**src/rtl/mips_multicycle_core.sv**
```systemverilog
// mips_multicycle_core: multicycle MIPS subset over one shared memory port.
// Optional feature macro: MIPS_MC_PERF_EN adds cycle_count/instr_count.
module mips_multicycle_core #(
    parameter logic [31:0] RESET_PC     = 32'h0040_0000,
    parameter int          PORT_WIDTH   = 8,
    parameter logic [31:0] PORTIN_ADDR  = 32'hFFFF_0000,
    parameter logic [31:0] PORTOUT_ADDR = 32'hFFFF_0004
) (
    input  logic                  clk,
    input  logic                  reset,
    output logic                  mem_req,
    output logic                  mem_we,
    output logic [31:0]           mem_addr,
    output logic [31:0]           mem_wdata,
    input  logic [31:0]           mem_rdata,
    input  logic                  mem_ready,
    input  logic [PORT_WIDTH-1:0] PortIn,
    output logic [31:0]           PortOut,
    output logic [31:0]           ALUResultOut,
    output logic                  halted
`ifdef MIPS_MC_PERF_EN
    ,
    output logic [31:0]           cycle_count,
    output logic [31:0]           instr_count
`endif
);

    typedef enum logic [2:0] {
        S_FETCH, S_DECODE, S_EXEC, S_MEM, S_WB, S_HALT
    } state_t;

    localparam logic [5:0] OP_R    = 6'h00;
    localparam logic [5:0] OP_J    = 6'h02;
    localparam logic [5:0] OP_BEQ  = 6'h04;
    localparam logic [5:0] OP_BNE  = 6'h05;
    localparam logic [5:0] OP_ADDI = 6'h08;
    localparam logic [5:0] OP_ORI  = 6'h0D;
    localparam logic [5:0] OP_LW   = 6'h23;
    localparam logic [5:0] OP_SW   = 6'h2B;

    localparam logic [5:0] FN_SLL = 6'h00;
    localparam logic [5:0] FN_SRL = 6'h02;
    localparam logic [5:0] FN_ADD = 6'h20;
    localparam logic [5:0] FN_SUB = 6'h22;
    localparam logic [5:0] FN_AND = 6'h24;
    localparam logic [5:0] FN_OR  = 6'h25;
    localparam logic [5:0] FN_NOR = 6'h27;

    state_t      state_q, state_d;
    logic [31:0] pc_q, pc_d;
    logic [31:0] ir_q, ir_d;
    logic [31:0] a_q, a_d;
    logic [31:0] b_q, b_d;
    logic [31:0] alu_q, alu_d;
    logic [31:0] mdr_q, mdr_d;
    logic [31:0] portout_q, portout_d;
    logic [31:0] rf_q [32];

    logic        rf_we;
    logic [4:0]  rf_waddr;
    logic [31:0] rf_wdata;

    logic [5:0]  op;
    logic [4:0]  rs, rt, rd, shamt;
    logic [5:0]  funct;
    logic [15:0] imm;
    logic [31:0] sext, zext, br_off;
    logic [31:0] alu_y;
    logic        legal;
    logic [31:0] data_addr;
    logic        hit_in, hit_out;

    assign op     = ir_q[31:26];
    assign rs     = ir_q[25:21];
    assign rt     = ir_q[20:16];
    assign rd     = ir_q[15:11];
    assign shamt  = ir_q[10:6];
    assign funct  = ir_q[5:0];
    assign imm    = ir_q[15:0];
    assign sext   = {{16{imm[15]}}, imm};
    assign zext   = {16'h0000, imm};
    assign br_off = {{14{imm[15]}}, imm, 2'b00};

    assign data_addr = {alu_q[31:2], 2'b00};
    assign hit_in    = (data_addr == PORTIN_ADDR);
    assign hit_out   = (data_addr == PORTOUT_ADDR);

    assign PortOut      = portout_q;
    assign ALUResultOut = alu_q;
    assign halted       = (state_q == S_HALT);

    // Instruction legality and ALU result from the current IR and operands.
    always_comb begin
        alu_y = '0;
        legal = 1'b1;
        case (op)
            OP_R: begin
                case (funct)
                    FN_ADD:  alu_y = a_q + b_q;
                    FN_SUB:  alu_y = a_q - b_q;
                    FN_AND:  alu_y = a_q & b_q;
                    FN_OR:   alu_y = a_q | b_q;
                    FN_NOR:  alu_y = ~(a_q | b_q);
                    FN_SLL:  alu_y = b_q << shamt;
                    FN_SRL:  alu_y = b_q >> shamt;
                    default: legal = 1'b0;
                endcase
            end
            OP_J:    alu_y = '0;
            OP_BEQ,
            OP_BNE:  alu_y = a_q - b_q;
            OP_ADDI,
            OP_LW,
            OP_SW:   alu_y = a_q + sext;
            OP_ORI:  alu_y = a_q | zext;
            default: legal = 1'b0;
        endcase
    end

    // Control FSM: next state, datapath register updates and memory port.
    always_comb begin
        state_d   = state_q;
        pc_d      = pc_q;
        ir_d      = ir_q;
        a_d       = a_q;
        b_d       = b_q;
        alu_d     = alu_q;
        mdr_d     = mdr_q;
        portout_d = portout_q;
        rf_we     = 1'b0;
        rf_waddr  = '0;
        rf_wdata  = '0;
        mem_req   = 1'b0;
        mem_we    = 1'b0;
        mem_addr  = {pc_q[31:2], 2'b00};
        mem_wdata = b_q;
        case (state_q)
            S_FETCH: begin
                mem_req = 1'b1;
                if (mem_ready) begin
                    ir_d    = mem_rdata;
                    pc_d    = pc_q + 32'd4;
                    state_d = S_DECODE;
                end
            end
            S_DECODE: begin
                a_d     = rf_q[rs];
                b_d     = rf_q[rt];
                state_d = legal ? S_EXEC : S_HALT;
            end
            S_EXEC: begin
                alu_d = alu_y;
                case (op)
                    OP_BEQ: begin
                        if (a_q == b_q) pc_d = pc_q + br_off;
                        state_d = S_FETCH;
                    end
                    OP_BNE: begin
                        if (a_q != b_q) pc_d = pc_q + br_off;
                        state_d = S_FETCH;
                    end
                    OP_J: begin
                        pc_d    = {pc_q[31:28], ir_q[25:0], 2'b00};
                        state_d = S_FETCH;
                    end
                    OP_LW,
                    OP_SW:   state_d = S_MEM;
                    default: state_d = S_WB;
                endcase
            end
            S_MEM: begin
                mem_addr = data_addr;
                if (hit_in || hit_out) begin
                    if (op == OP_LW) begin
                        mdr_d   = hit_in ? 32'(PortIn) : portout_q;
                        state_d = S_WB;
                    end else begin
                        if (hit_out) portout_d = b_q;
                        state_d = S_FETCH;
                    end
                end else begin
                    mem_req = 1'b1;
                    mem_we  = (op == OP_SW);
                    if (mem_ready) begin
                        if (op == OP_LW) begin
                            mdr_d   = mem_rdata;
                            state_d = S_WB;
                        end else begin
                            state_d = S_FETCH;
                        end
                    end
                end
            end
            S_WB: begin
                rf_we    = 1'b1;
                rf_waddr = (op == OP_R) ? rd : rt;
                rf_wdata = (op == OP_LW) ? mdr_q : alu_q;
                state_d  = S_FETCH;
            end
            default: state_d = S_HALT;
        endcase
        // A pending request is dropped as soon as reset is seen.
        if (reset) begin
            mem_req = 1'b0;
            mem_we  = 1'b0;
        end
    end

    // State and datapath registers; reset wins over every write.
    always_ff @(posedge clk) begin
        if (reset) begin
            state_q   <= S_FETCH;
            pc_q      <= RESET_PC;
            ir_q      <= '0;
            a_q       <= '0;
            b_q       <= '0;
            alu_q     <= '0;
            mdr_q     <= '0;
            portout_q <= '0;
            for (int i = 0; i < 32; i++) rf_q[i] <= '0;
        end else begin
            state_q   <= state_d;
            pc_q      <= pc_d;
            ir_q      <= ir_d;
            a_q       <= a_d;
            b_q       <= b_d;
            alu_q     <= alu_d;
            mdr_q     <= mdr_d;
            portout_q <= portout_d;
            if (rf_we && rf_waddr != 5'd0) rf_q[rf_waddr] <= rf_wdata;
        end
    end

`ifdef MIPS_MC_PERF_EN
    logic [31:0] cycle_q, cycle_d;
    logic [31:0] instr_q, instr_d;
    logic        instr_done;

    // An instruction retires on the cycle its last state hands back to FETCH.
    always_comb begin
        instr_done = (state_q == S_EXEC || state_q == S_MEM ||
                      state_q == S_WB) && (state_d == S_FETCH);
        cycle_d    = (state_q == S_HALT) ? cycle_q : cycle_q + 32'd1;
        instr_d    = instr_q + {31'd0, instr_done};
    end

    // Free-running wrap-around performance counters.
    always_ff @(posedge clk) begin
        if (reset) begin
            cycle_q <= '0;
            instr_q <= '0;
        end else begin
            cycle_q <= cycle_d;
            instr_q <= instr_d;
        end
    end

    assign cycle_count = cycle_q;
    assign instr_count = instr_q;
`endif

endmodule

```
**config.mk**
```make
export PLATFORM = sky130hd
export DESIGN_NAME = mips_multicycle_core
export DESIGN_NICKNAME = d
export VERILOG_FILES = /design/src/rtl/mips_multicycle_core.sv
export SDC_FILE = /design/constraint.sdc
export NUM_CORES = 2
export LEC_CHECK = 0
export BUFFER_PORTS_ARGS = -buffer_cell sky130_fd_sc_hd__clkbuf_2
export CORE_UTILIZATION = 50
export DETAILED_ROUTE_END_ITERATION = 12
export PLACE_DENSITY_LB_ADDON = 0.12
export SYNTH_ARGS = -nofsm -noshare
export SYNTH_HDL_FRONTEND = slang
export SYNTH_SLANG_ARGS = --single-unit
```
**constraint.sdc**
```tcl
create_clock -name clk -period 5.4 [get_ports clk]
set_clock_uncertainty 0.1 [all_clocks]
set_input_delay 1.62 -clock clk [delete_from_list [all_inputs] [get_ports clk]]
set_output_delay 1.62 -clock clk [all_outputs]
set_load 0.03 [all_outputs]
```
==> flow_summary.yaml <==
power:
  cellPowerDensity_mw_per_mm2: 461
  pwr-share-seq: 0.312
  p_int_mw: 22.4
  comb_power_share: 0.435
  pwr-share-clk: 0.253
  p_leak_nw: 27.4
  ir_drop_v: 0.000303
  netSwitchingFraction: 0.411
  p_switching_mw: 15.7
placed_design:
  pre_cts_ws_ns: 0.349
  io_buffers: 171
  globalplace.congestion: 1.07
  hpwlAfterDp_um: 204000
global_routing:
  grt_use_met2: 0.616
  track_usage: 0.399
  grt_pass1_vias: 55400
  grt_pass1_wl_um: 421000
  overflow: 0
  grt_max_degree: 130
  antenna_found_initial: 14
  grt.busiest_layer: "met2"
  met3_usage: 0.0959
  grtUsageMet1: 0.504
clock_tree:
  cts.htree.levels: 4
  clock-sinks: 1249
  cts_buffer_depth: 3
  cts_buffers: 143
  cts_tree: "done"
  clock_latency_ns: 0.80
  root_buffer: "clkbuf_16"
  clkTransAtPathRegs_ns: 0.06
timing:
  max_slew_margin: 0.163
  slew_violations: 0
  tns_ns: 0
  fin_crit_ns: 5.31
  hold_viol: 0
  setup_violations: 0
  worst_slew_pin_slew_ns: 1.25
  fin_crit_sh: 0.983
  setup_ws_ns: 0.0944
  rsz0062_at_grt: "false"
  fmax_mhz: 188
floorplan:
  fp.dieW_um: 387
  core_area_sq_mm: 0.146
  num_io_pins: 174
  rows: 140
  die_h_um: 387
  start_util: 0.506
  die-area_sq_mm: 0.150
logic_synthesis:
  synthFlopType: "edfxtp_1"
  seq_area_frac_synth: 0.476
  netlist_instances: 6324
  synth-seq-cells: 1249
  syn_area_sq_mm: 0.0741
  synth_warnings: 0
  synth_cell_types: 91
  avgSynthCellArea_sq_um: 11.7
  async_flop_share: 0
  synth_edf_count: 1024
setup_path:
  arrival_ns: 3.59
  cp-end-kind: "output port"
  crit_required_ns: 3.68
  crit_fanout: 6
  crit_path_start_kind: "flop"
  crit_type: "reg -> out"
detailed_routing:
  vias: 57800
  routedWlPerCell_um: 36.0
  route.detailed.drc: 0
  viasPerCell: 6.89
  ant_nets: 0
  totalWireLength_um: 302000
  dr.first_iter.drc_count: 7967
  dr.pass1.iters: 8
layout:
  drive_gt1_frac: 0.230
  nNetsFinal: 6575
  areaGrowthSynthToFinish_pct: 11.4
outcome:
  status: "complete, no violations"
min_path:
  hold_class: "reg -> reg"
flow_run:
  max_cap_viol_count: 0
==> per-stage QoR <==
step	cell area, sq um	util	hold slack, ns	instances	power (mW)
after floorplan	74200	-	0.333	6357	22.1
after global placement	78000	0.532	0.346	8122	28.1
after detailed placement	78000	0.532	0.348	8122	28.1
after CTS	82500	0.563	0.357	8379	37.6
after global routing	82500	0.564	0.366	8383	39.2
final	82500	0.564	0.357	8387	38.1
==> area by class of cell <==
class / count / area, sq um
timing repair buffer: 446 / 3430
tap: 1917 / 2400
multi-input combinational: 4384 / 36400
sequential: 1249 / 35300
clock inverter: 66 / 674
antenna: 8 / 20.0
inverter: 126 / 473
clock buffer: 191 / 3850
fill: 12300 / 63900
==> worst max-delay path, cell delays in order (launching register included) <==
cell      delay (ns)
dfxtp_1         0.85
nand4_1         0.41
nor4_4          0.72
nand4_1         0.26
a21oi_1         0.25
nor2_1          0.11
clkbuf_2        0.20
==> logic make-up after synthesis <==
| family | Yosys count | synth area share |
|---|---|---|
| muxes | 849 | 0.229 |
| and+or+nand+nor | 2172 | 0.121 |
| DFF | 1249 | 0.476 |
| adders and majority gates | 182 | 0.0311 |
| xor gates and xnor gates | 122 | 0.0144 |
| other | 1 | 0.0000506 |
| AOI/OAI and AO/OA | 1025 | 0.0903 |
| buffers and inverters | 724 | 0.0383 |
==> path summary, 6_finish.rpt <==
check,startpoint,endpoint,slack (ns),cells past startpoint
max,ALUResultOut[23]$_SDFFE_PP0P_,mem_req,0.09,6
min,mdr_q[3]$_SDFFE_PP0P_,mdr_q[3]$_SDFFE_PP0P_,0.36,2
max reg2reg,mem_wdata[23]$_SDFFE_PP0N_,pc_q[23]$_SDFFE_PP0P_,0.97,12
min reg2reg,mdr_q[3]$_SDFFE_PP0P_,mdr_q[3]$_SDFFE_PP0P_,0.36,2
==> repair_timing <==
item | 4_1_cts | 5_1_grt
setup endpoints to repair | 2 | 0
setup buffers | 0 | 0
resized for setup | 2 | 0
hold buffers | 0 | 0
==> power by group through the flow <==
stage,sequential [mW],combinational [mW],clock [mW]
detailed placement,12.1,16.0,0
global route,11.9,17.2,10.0
CTS,11.9,16.1,9.67
finish,11.9,16.6,9.63
floorplan,11.8,10.2,0
global placement,12.0,16.1,0
==> cells in the mapped netlist (all sizes together), types with 95 or more instances <==
library cell  count  area [sq um]
a211oi          115           868
nor2           1315          4940
mux4            675         15200
a21oi           295          1480
edfxtp         1024         30700
xnor2            99           867
nand2           489          1840
nand3            95           475
ha              178          2230
inv             123           462
o21ai           199          1010
dfxtp           225          4500
mux2i           129          1290
buf             150           681
clkbuf          448          1680
==> routing by layer <==
layer	part of all wire	vias up
met5	0.00019	-
met4	0.076	10
met3	0.11	863
met2	0.46	3960
met1	0.36	29200
li1	-	23800
==> registers in the layout, summed over array words and instances (netlist names) <==
register and count:
state_q 3, ALUResultOut 32, ir_q 32, pc_q 30, rf_q 1024, a_q 32, PortOut 32, mem_wdata 32
mdr_q 32
==> layout by cell type, fill, tap and decap left out, types with 45 or more instances in the layout <==
master / count
nor2_1: 1311
edfxtp_1: 1024
mux4_2: 675
nand2_1: 465
a21oi_1: 293
buf_4: 235
dfxtp_1: 207
o21ai_0: 193
ha_1: 178
clkbuf_2: 170
clkbuf_16: 144
mux2i_1: 129
inv_1: 120
a211oi_1: 114
xnor2_1: 99
nand3_1: 89
nor3_1: 60
mux2_2: 45
(Power assumes the default switching activity.)
